==> config.mk <==
export PLATFORM = sky130hd
export DESIGN_NAME = stream_width_downsizer
export DESIGN_NICKNAME = d
export VERILOG_FILES = /design/src/rtl/stream_pkg.sv /design/src/rtl/stream_width_downsizer.sv
export SDC_FILE = /design/constraint.sdc
export NUM_CORES = 1
export LEC_CHECK = 0
export ABC_AREA = 1
export CAP_MARGIN = 40
export CORE_UTILIZATION = 51
export DETAILED_ROUTE_END_ITERATION = 7
export PLACE_DENSITY = 0.94
export SYNTH_ARGS = -nofsm -noshare
export SYNTH_HDL_FRONTEND = slang
export SYNTH_SLANG_ARGS = --single-unit
==> constraint.sdc <==
create_clock -name clk -period 3.41 [get_ports clk]
set_input_delay 0.682 -clock clk [delete_from_list [all_inputs] [get_ports clk]]
set_output_delay 0.682 -clock clk [all_outputs]
set_load 0.02 [all_outputs]
==> src/rtl/stream_pkg.sv <==
// Shared stream-path definitions: default widths and
// helpers for width ratio and beat-counter sizing.
package stream_pkg;

    localparam int STREAM_W = 32;
    localparam int BYTE_W   = 8;

    typedef enum logic {
        IDLE = 1'b0,
        SEND = 1'b1
    } dsz_state_e;

    // Beats per word; guards against a zero output width.
    function automatic int ratio_of(input int in_w, input int out_w);
        return (out_w > 0) ? (in_w / out_w) : 0;
    endfunction

    // True when in_w splits into an integral number (>= 2) of beats.
    function automatic bit ratio_ok(input int in_w, input int out_w);
        return (out_w > 0) && ((in_w % out_w) == 0) &&
               ((in_w / out_w) >= 2);
    endfunction

    function automatic int cnt_width(input int ratio);
        return (ratio > 1) ? $clog2(ratio) : 1;
    endfunction

endpackage

==> src/rtl/stream_width_downsizer.sv <==
// Serializes IN_WIDTH-bit words into RATIO OUT_WIDTH-bit beats.
// Ports: clk, rst_n (sync, active-low); upstream in_valid/in_ready/
// in_data/in_last; downstream out_valid/out_ready/out_data/out_last.
module stream_width_downsizer
    import stream_pkg::*;
#(
    parameter int IN_WIDTH  = STREAM_W,
    parameter int OUT_WIDTH = BYTE_W,
    parameter bit MSB_FIRST = 1'b0
) (
    input  logic                 clk,
    input  logic                 rst_n,
    input  logic                 in_valid,
    output logic                 in_ready,
    input  logic [IN_WIDTH-1:0]  in_data,
    input  logic                 in_last,
    output logic                 out_valid,
    input  logic                 out_ready,
    output logic [OUT_WIDTH-1:0] out_data,
    output logic                 out_last
);

    localparam int RATIO = ratio_of(IN_WIDTH, OUT_WIDTH);
    localparam int CW    = cnt_width(RATIO);
    localparam logic [CW-1:0] LAST_IDX = CW'(RATIO - 1);

    generate
        if (!ratio_ok(IN_WIDTH, OUT_WIDTH)) begin : g_bad_ratio
            $error("IN_WIDTH must be a multiple >= 2 of OUT_WIDTH");
        end
    endgenerate

    dsz_state_e                  state_q;
    logic [CW-1:0]               cnt_q;
    logic [IN_WIDTH-1:0]         hold_q;
    logic                        last_q;

    logic [RATIO-1:0][OUT_WIDTH-1:0] slices;
    logic [CW-1:0]               sel;
    logic                        busy;
    logic                        at_last;
    logic                        in_fire;
    logic                        out_fire;

    assign busy     = (state_q == SEND);
    assign at_last  = (cnt_q == LAST_IDX);
    assign slices   = hold_q;

    // A new word may load in the same cycle the final beat leaves.
    assign in_ready = rst_n & (~busy | (out_ready & at_last));
    assign in_fire  = in_valid & in_ready;
    assign out_fire = busy & out_ready;

    generate
        if (MSB_FIRST) begin : g_msb
            assign sel = LAST_IDX - cnt_q;
        end else begin : g_lsb
            assign sel = cnt_q;
        end
    endgenerate

    assign out_valid = busy;
    assign out_data  = slices[sel];
    assign out_last  = busy & last_q & at_last;

    // in_fire while SEND can only occur on the final accepted beat,
    // so a load covers both the IDLE start and the seamless reload.
    always_ff @(posedge clk) begin
        if (!rst_n) begin
            state_q <= IDLE;
            cnt_q   <= '0;
            hold_q  <= '0;
            last_q  <= 1'b0;
        end else if (in_fire) begin
            state_q <= SEND;
            cnt_q   <= '0;
            hold_q  <= in_data;
            last_q  <= in_last;
        end else if (out_fire) begin
            if (at_last) begin
                state_q <= IDLE;
            end else begin
                cnt_q   <= cnt_q + 1'b1;
            end
        end
    end

endmodule
==> summary.md, run 1 <==
| Metric | Value |
|---|---|
| Synth Net Count | around 260 |
| Routed WL per cell | roughly 13 µm |
| Clk sink count | 36 |
| RSZ-0062 raised after global routing | false |
| First-pass GRT wire length | 6.67 mm |
| Top cells by area, synth | dfxtp_1 (43%), nand3_1 (17%), nand2_1 (8.9%), nand3_2 (5.9%), o21ai_0 (4.7%) |
| Max FO, Critical Path | 19 |
| FF-to-FF path depth | 6 |
| Worst-Skew Late Latency | 0.34 ns |
| Post-placement cell area | 2110 µm² |
| Critical Path Source | cnt_q[0] |
| Tmin final | 2.90 ns |
| CP Class | register to output pin |
| Final WL | 4.01 mm |
| Setup bufs post-CTS | 0 |
| Design area | 2170 µm² |
| Worst Tran Pin Value | 0.669 ns |
| Post-synth ARST share | 0 |
| Levels on crit path | 5 |
| Max Slew Vio Count | 0 |
| R2r startpoint | cnt_q[1] |
| Final Util | 0.699 |
| Fmax | 344 MHz |
| Pin count of the biggest net entering global routing | 36 |
| Vias in the first global route | 1518 |
| CTS Buf Count | 5 |
| Final setup viols | 0 |
| Global Route Usage Sum | 0.255 |
| Die Width | around 60 µm |
| Clock transition at the registers of the reported paths | 0.10 ns |
| Bufs and invs on worst path | 3 |
| Remaining DRCs | 0 |
| Max Root-Sink Buffers | 2 |
| Synth cell types | 20 |
| Initial core utilization | 0.546 |
| VDD IR max | about 0.00028 V |
| Final hold violations | 0 |
| Hold buffer count at cts | 0 |
| R2R setup slack | 1.64 ns |
| Site Rows | 20 |
| Leakage power | 0.942 nW |
| Fraction of layout cells with a size suffix above 1 | 0.0969 |
| Crit path arrival time | 2.22 ns |
| Setup crit end kind | output pin |
| Die H | 59.6 µm |
| Total grt overflow | 0 |
| Synth Instances | approximately 220 |
| RR Endpoint | hold_q[1] |
| Synth-to-Final Area Change | 28.1% |
| Vias per inst | ~5.5 |
| Fin Setup TNS | 0 ns |
| Ant. Diodes | 0 |
| Worst Path Required | roughly 2.7 ns |
| Yosys reg bits | 36 |
| Number of synthesized flops with an enable pin | 0 |
| Post-synth top area cell | dfxtp_1 |
| Crit path cell chain | buf_4 -> inv_1 -> o21ai_0 -> o22ai_1 -> clkdlybuf4s50_1 |
| Die area | between 3000 and 4000 µm² |
| Slew headroom | 0.553 |
| Synth top area share | 0.426 |
| Synth top cells by count | nand3_1 (57), nand2_1 (40), dfxtp_1 (36) |
| Core Area | 3100 µm² |
| Total power | 0.881 mW |
| Post-layout nets | 295 |
| Status | complete, no violations |
| Antenna violations before repair | 0 |
| MaxCap Viol Count | 0 |
| Synth warn | 0 |
| PwrDens | 406 nW/µm² |
| Mapped Area | 1690 µm² |
| Post-CTS Resized | 0 |
| # port buffers | 47 |
| Most common flop cell mapped by yosys | dfxtp_1 |
| Fin crit share | 0.852 |
| Crit path to | out_data[4] |
| CP max stage delay | 0.67 ns |
| Avg Cell Area, Syn | 7.80 µm² |
| Post-synthesis sequential area ratio | 0.426 |
| Root buf cell | clkbuf_4 |
| Final GP Congestion | between 0.8 and 0.9 |
| Post-DP HPWL | 2.79 mm |
| ANT nets after route | 0 |
| Pre-antenna DRT Iters | 4 |
| Max stage delay cell, worst path | clkdlybuf4s50_1 |
| CTS H-tree lvls | 2 |
| Hold WS | 0.471 ns |
| Top-count cell post-synth | nand3_1 |
| Min-Delay Path Class | register to register |
| Family with the most delay on the worst path | buffers and inverters |
| Critical path launch point type | register |
| Iter 0 DRT Violations | 82 |
| Via Count | 1647 |
| Boundary Pins | 48 |
| Worst Clk Skew | a little under 0.007 ns |
| CTS tree | yes |
[report_power, final]
group / leakage, nW / internal, mW / switching (mW)
logic: 0.613 / 0.0866 / 0.0874
registers: 0.297 / 0.452 / 0.0213
clock network: 0.0326 / 0.102 / 0.132
[metrics by stage]
| step | cells | setup slack, ns |
|---|---|---|
| floorplan | 217 | 1.52 |
| global placement | 294 | 0.642 |
| detailed placement | 294 | 0.628 |
| CTS | 302 | 0.591 |
| global route | 302 | 0.433 |
| finish | 302 | 0.506 |
[worst register-to-register path: stages, from the launching register on]
cell	delay [ns]
dfxtp_1	0.53
ha_1	0.25
nand2_2	0.09
nand2_2	0.11
nand3_4	0.36
nand3_1	0.24
nand2_1	0.08
[logic make-up after synthesis]
kind of cell	count (synthesis)	share of synthesized area
buf+inv	23	0.0931
simple gates	130	0.381
fa+ha+maj	1	0.00739
flops	36	0.426
compound gates	27	0.0924
[routing by layer]
layer | global-route usage | part of all wire | routed length (µm) | vias up
li1 | - | - | - | 822
met1 | 0.314 | 0.42 | 1670 | 743
met2 | 0.417 | 0.48 | 1940 | 70
met3 | 0.0524 | 0.071 | 285 | 12
met4 | 0.133 | 0.028 | 112 | 0
met5 | 0 | 0 | 0 | -
[layout make-up]
class                      count  area, µm²
inverter                       5       18.8
multi-input combinational    158        815
fill                         277        935
tap                           44       55.1
timing repair buffer          51        500
clock buffer                   8       58.8
sequential                    36        721
[how the worst min path moves through the flow]
stage,startpoint,endpoint,slack (ns),cells past startpoint
4_1_cts,hold_q[27],hold_q[27],0.47,2
3_3_place_gp,hold_q[22],hold_q[22],0.45,2
6_report,hold_q[4],hold_q[4],0.47,2
2_1_floorplan,hold_q[20],hold_q[20],0.43,2
5_1_grt,hold_q[4],hold_q[4],0.49,2
3_5_place_dp,hold_q[27],hold_q[27],0.46,2
[layout by cell type (no fill, tap or decap), drive strengths merged]
cell type	Yosys	layout
a21oi	3	3
buf	18	4
clkbuf	0	8
clkdlybuf4s50	0	47
dfxtp	36	36
ha	1	1
inv	5	5
nand2	42	42
nand3	68	68
nand4	2	2
nor2	18	18
o21ai	16	16
o22ai	8	8
[sequential cells by signal, summed over array words and instances (netlist names)]
name	count
cnt_q	2
hold_q	32
last_q	1
out_valid	1
Power figures use the tool's default switching activity.
==> inputs of run 2 (changes only) <==
--- a/config.mk
+++ b/config.mk
@@ -9,7 +9,7 @@
 export CAP_MARGIN = 40
 export CORE_UTILIZATION = 51
 export DETAILED_ROUTE_END_ITERATION = 7
-export PLACE_DENSITY = 0.94
+export PLACE_DENSITY = 0.92
 export SYNTH_ARGS = -nofsm -noshare
 export SYNTH_HDL_FRONTEND = slang
 export SYNTH_SLANG_ARGS = --single-unit
==> run 2 against run 1 <==
Against the previous run:
- first-iteration DRC count shrank 1.2%
- design area shrank 0.58%
- clock-buffer cell count shrank 2
- sequential share of layout area grew 0.19 points
- total power shrank 2.2%
- non-clock buffer count is the same
- clock skew shrank 0.0018 ns
- via count shrank 2.5%
- clock power shrank 8%
- combinational power is essentially flat
==> summary.md, run 2 (synthesis gave the netlist of run 1 again) <==
| Metric | Value |
|---|---|
| Top Registers | hold_q: 32 flops, cnt_q: 2 flops |
| Status | complete, no violations |
| Post-placement cell area | 2110 µm² |
| Sequential cell area | a little over 700 µm² |
| MaxCap Viol Count | 0 |
| Total grt overflow | 0 |
| Site Rows | 20 |
| CP Class | input port to output pin |
| Most common cell after layout, fill and taps aside | nand3_1 |
| RSZ-0062 raised after global routing | false |
| Pin count of the biggest net entering global routing | 36 |
| Crit path to | in_ready |
| Multi-input gate area | about 800 µm² |
| Iter 0 DRT Violations | slightly above 80 |
| Remaining DRCs | 0 |
| Via Count | about 1600 |
| Top reg by flops | hold_q |
| VDD IR max | 0.000260 V |
| Critical Path Source | out_ready |
| Switch share | 0.287 |
| ANT nets after route | 0 |
| Post-layout nets | around 300 |
| Combinational Power Share | 0.201 |
| Boundary Pins | 48 |
| Final hold violations | 0 |
| Max reg flops | 32 |
| Final setup viols | 0 |
| Final WL | 4.03 mm |
| R2R setup slack | 1.55 ns |
| Slew headroom | 0.556 |
| CTS H-tree lvls | 2 |
| Setup crit end kind | output pin |
| Antenna violations before repair | 0 |
| Worst Path Required | between 2 and 3 ns |
| Worst Tran Pin Value | 0.665 ns |
| Fillcell total | 258 |
| Vias in the first global route | 1477 |
| Sequential share of power | 0.549 |
| Max FO, Critical Path | 4 |
| Clk sink count | 36 |
| R2r startpoint | cnt_q[0] |
| Max Slew Vio Count | 0 |
| Die Width | 59.6 µm |
| Hold buffer count at cts | 0 |
| Clock power frac | 0.250 |
| Synth-to-Final Area Change | 27.3% |
| Fin Setup TNS | 0 ns |
| Final GP Congestion | 0.782 |
| Critical path launch point type | input port |
| Vias per inst | 5.34 |
| Min-Delay Path Class | register to register |
| # port buffers | 47 |
| Switch Pwr | roughly 0.25 mW |
| Worst Clk Skew | 0.00496 ns |
| Post-CTS Resized | 0 |
| Fmax | approximately 360 MHz |
| Root buf cell | clkbuf_4 |
| Max Root-Sink Buffers | 2 |
| Commonest cells after routing, fill and taps aside | nand3_1 (57), clkdlybuf4s50_1 (47), nand2_1 (40), dfxtp_1 (36), nor2_1 (18) |
| CTS Buf Count | 5 |
| Crit path arrival time | 2.12 ns |
| CTS tree | yes |
| First-pass GRT wire length | 6.53 mm |
| Tmin final | 2.80 ns |
| Clock transition at the registers of the reported paths | 0.11 ns |
| Routed WL per cell | 13.4 µm |
| Die area | 3550 µm² |
| Initial core utilization | 0.546 |
| Most frequent cell on the critical path | clkdlybuf4s50_1 |
| Post-DP HPWL | 2.84 mm |
| FF-to-FF path depth | 7 |
| Fin crit share | 0.821 |
| PwrDens | 400 nW/µm² |
| Fraction of layout cells with a size suffix above 1 | 0.0973 |
| Leakage power | around 0.94 nW |
| Pre-antenna DRT Iters | 4 |
| Global Route Usage Sum | 0.254 |
| Crit path cell chain | clkdlybuf4s50_1 -> nand2_2 -> a21oi_4 -> clkdlybuf4s50_1 |
| CP max stage delay | 0.62 ns |
| Max stage delay cell, worst path | clkdlybuf4s50_1 |
| Setup bufs post-CTS | 0 |
| Int Power | 0.614 mW |
| Core Area | ~3100 µm² |
| Design area | 2160 µm² |
| Worst-Skew Late Latency | 0.34 ns |
| RR Endpoint | hold_q[8] |
| Die H | approximately 60 µm |
| Ant. Diodes | 0 |
-- run 2: critical path, delay by kind of cell --
family | cells | cell delay [ns]
buf+inv | 2 | 1.17
simple gates | 1 | 0.12
compound gates | 1 | 0.14
-- run 2: layout make-up --
| class | instances | area share |
|---|---|---|
| multi-input cells | 158 | 0.378 |
| flip-flops and latches | 36 | 0.334 |
| clock inverters | 1 | 0.00232 |
| clock buffers | 6 | 0.0192 |
| well taps | 44 | 0.0255 |
| inverters | 5 | 0.00871 |
| repair buffers | 51 | 0.232 |
-- run 2: worst min path at each step --
| stage | cells after the start | endpoint | from | slack [ns] |
|---|---|---|---|---|
| floorplan | 2 | hold_q[20] | hold_q[20] | 0.43 |
| global placement | 2 | hold_q[22] | hold_q[22] | 0.45 |
| detailed placement | 2 | hold_q[5] | hold_q[5] | 0.46 |
| CTS | 2 | hold_q[5] | hold_q[5] | 0.47 |
| global route | 2 | hold_q[21] | hold_q[21] | 0.49 |
| finish | 2 | hold_q[5] | hold_q[5] | 0.47 |
-- run 2: per-stage QoR --
step,utilization,power (mW),std cells,setup slack (ns),hold slack (ns)
finish,0.695,0.861,301,0.610,0.472
global route,0.695,0.904,301,0.511,0.495
CTS,0.695,0.862,301,0.601,0.474
detailed placement,0.680,0.656,294,0.610,0.459
global placement,0.680,0.650,294,0.642,0.451
floorplan,-,0.580,217,1.52,0.434
-- run 2: power groups by stage --
| stage | registers, mW | logic (mW) | clock network (mW) |
|---|---|---|---|
| 4_1_cts | 0.473 | 0.174 | 0.216 |
| 2_1_floorplan | 0.476 | 0.103 | 0 |
| 6_report | 0.473 | 0.173 | 0.215 |
| 3_3_place_gp | 0.481 | 0.169 | 0 |
| 3_5_place_dp | 0.482 | 0.173 | 0 |
| 5_1_grt | 0.477 | 0.189 | 0.238 |
-- run 2: layer usage --
metal  share of wire  routed length (µm)  up-vias  track usage
met3           0.051                 204        4       0.0742
li1                -                   -      820            -
met1            0.44                1770      727        0.308
met5               0                   0        -            0
met2            0.50                2010       55        0.422
met4           0.013                  52        0       0.0997
==> edit (flow settings as in run 1) <==
Reset style: asynchronous (`rst_n`), changed in one clocked block.
--- a/src/rtl/stream_width_downsizer.sv
+++ b/src/rtl/stream_width_downsizer.sv
@@ -65,7 +65,7 @@
 
     // in_fire while SEND can only occur on the final accepted beat,
     // so a load covers both the IDLE start and the seamless reload.
-    always_ff @(posedge clk) begin
+    always_ff @(posedge clk or negedge rst_n) begin
         if (!rst_n) begin
             state_q <= IDLE;
             cnt_q   <= '0;
Check against the original RTL: differs if rst_n is asserted again (counterexample within 4 cycles, from zero or initial values and one cycle with rst_n low); with rst_n held inactive, the same outputs for 10 cycles.
==> edit against run 1 <==
Highest routed layer unchanged; cell area rose by 8.4%; cell count rose by 5.0%; sequential cell count did not move; worst hold slack improved by 0.0085 ns; synthesized area rose by 8.4%; wire length fell by 2.1%; setup slack got worse by 0.029 ns.
Power is not compared: it rests on default switching activity, and its combinational part moved more than twofold at a synthesized area within 25%.
==> edit: results (changes against run 1) <==
Critical path
  • R2r worst-path depth: 7 (+1)
  • CP endpoint: out_data[2]
  • CP max FO: 25 (+6)
  • Setup crit start: cnt_q[0]
  • Crit path DAT: 2.25 ns (+0.03 ns)
  • FF-to-FF End: hold_q[24]

Place
  • GPL Wtd Cong: 0.767 (-14%)
  • HPWL Detailed: 2670 um (-4.5%)
  • Post-Place Cell Area: 2270 sq um (+7.6%)
  • Placed cells: 309 (+5.1%)

Routing
  • Via count: 1,672 (+1.5%)
  • Iter 0 DRT Violations: 94 (+15%)
  • Post-DR wirelength/cell: 12.4 um (-6.7%)

Synth
  • Main synth FF type: dfrtp_1
  • Area contributors post-synth: dfrtp_1 (49%), nand2_1 (19%), nand4_1 (12%)
  • Post-synth ARST share: 100% (+100 points)
  • Syn_nets: 270 (+5.9%)
  • Most common library cells after synthesis: nand2_1 (91), dfrtp_1 (36), nand4_1 (35)
  • Seq/Total Area, Yosys: 49.1% (+6.5 points)
  • Synth unique cells: 18 (-10%)
  • Dominant cell by count in the synthesized netlist: nand2_1

Global route
  • Global-route wire length before repair: 6210 um (-6.8%)
  • Largest net degree at the start of global routing: 71 (+97%)
  • Global-route usage over all layers: 23.0% (-2.5 points)

Timing
  • Max Clock Freq: 341 MHz (-0.98%)
  • Hold_ws: 0.480 ns (+0.00846 ns)
  • Final Skew: 0.00910 ns (+0.00235 ns)

Clock network
  • H-tree levels: 2 (unchanged)
  • CTS clk-pin slew, worst paths: 0.12 ns (+0.02 ns)

Run status
  • Outcome: completed

Layout
  • Non-Filler Instances: 317 (+5.0%)
  • Layout fillers: 280 (+1.1%)
  • Layout cell share with drive strength beyond 1: 5.90% (-3.8 points)
  • Final #Nets: 308 (+4.4%)

Hold path
  • WHS Endpoint: hold_q[20]
  • Min-delay src: hold_q[20]
[edit: changes by cell type after synthesis, moves of 7 or more]
cell	run 1	this run
dfrtp_1	0	36
dfxtp_1	36	0
inv_1	4	11
nand2_1	40	91
nand3_1	57	1
nand3_2	10	0
nand4_1	2	35
o211ai_1	0	8
o21ai_0	16	5
o22ai_1	8	0
[edit: worst max-delay path: stages, from the launching register on]
cell and delay, ns:
dfrtp_1 0.55, inv_2 0.37, nor2_1 0.09, nor2_1 0.10, o21ai_0 0.10, nand2_1 0.09
clkdlybuf4s50_1 0.59
[edit: power groups by stage]
stage / combinational, mW / clock, mW / sequential, mW
final: 0.963 / 0.301 / 0.783
after global routing: 1.08 / 0.328 / 0.806
after CTS: 0.971 / 0.309 / 0.781
after detailed placement: 0.967 / 0 / 0.789
after global placement: 0.939 / 0 / 0.779
after floorplan: 0.682 / 0 / 0.724
[edit: routing by layer]
layer,wire [um],up-vias,GRT usage (%)
li1,-,846,-
met1,1660,779,27.3
met2,2040,42,39.8
met3,178,5,6.83
met4,44,0,7.62
met5,0,-,0
[edit: layout make-up]
cell class,instances,area [sq um],area share (%)
sequential,36,901,38.3
timing repair buffer,50,488,20.8
clock buffer,5,37.5,1.60
tap,46,57.6,2.45
multi-input combinational,164,774,33.0
inverter,13,48.8,2.08
clock inverter,3,42.5,1.81
[edit: cells by family (layout without fill, tap and decap cells)]
| kind of cell | count (synthesis) | count (layout) | share of synthesized area (%) |
|---|---|---|---|
| adders and majority gates | 1 | 1 | 0.682 |
| and+or+nand+nor | 147 | 147 | 36.1 |
| AOI/OAI and AO/OA | 16 | 16 | 5.46 |
| DFF | 36 | 36 | 49.1 |
| buffers and inverters | 32 | 71 | 8.66 |
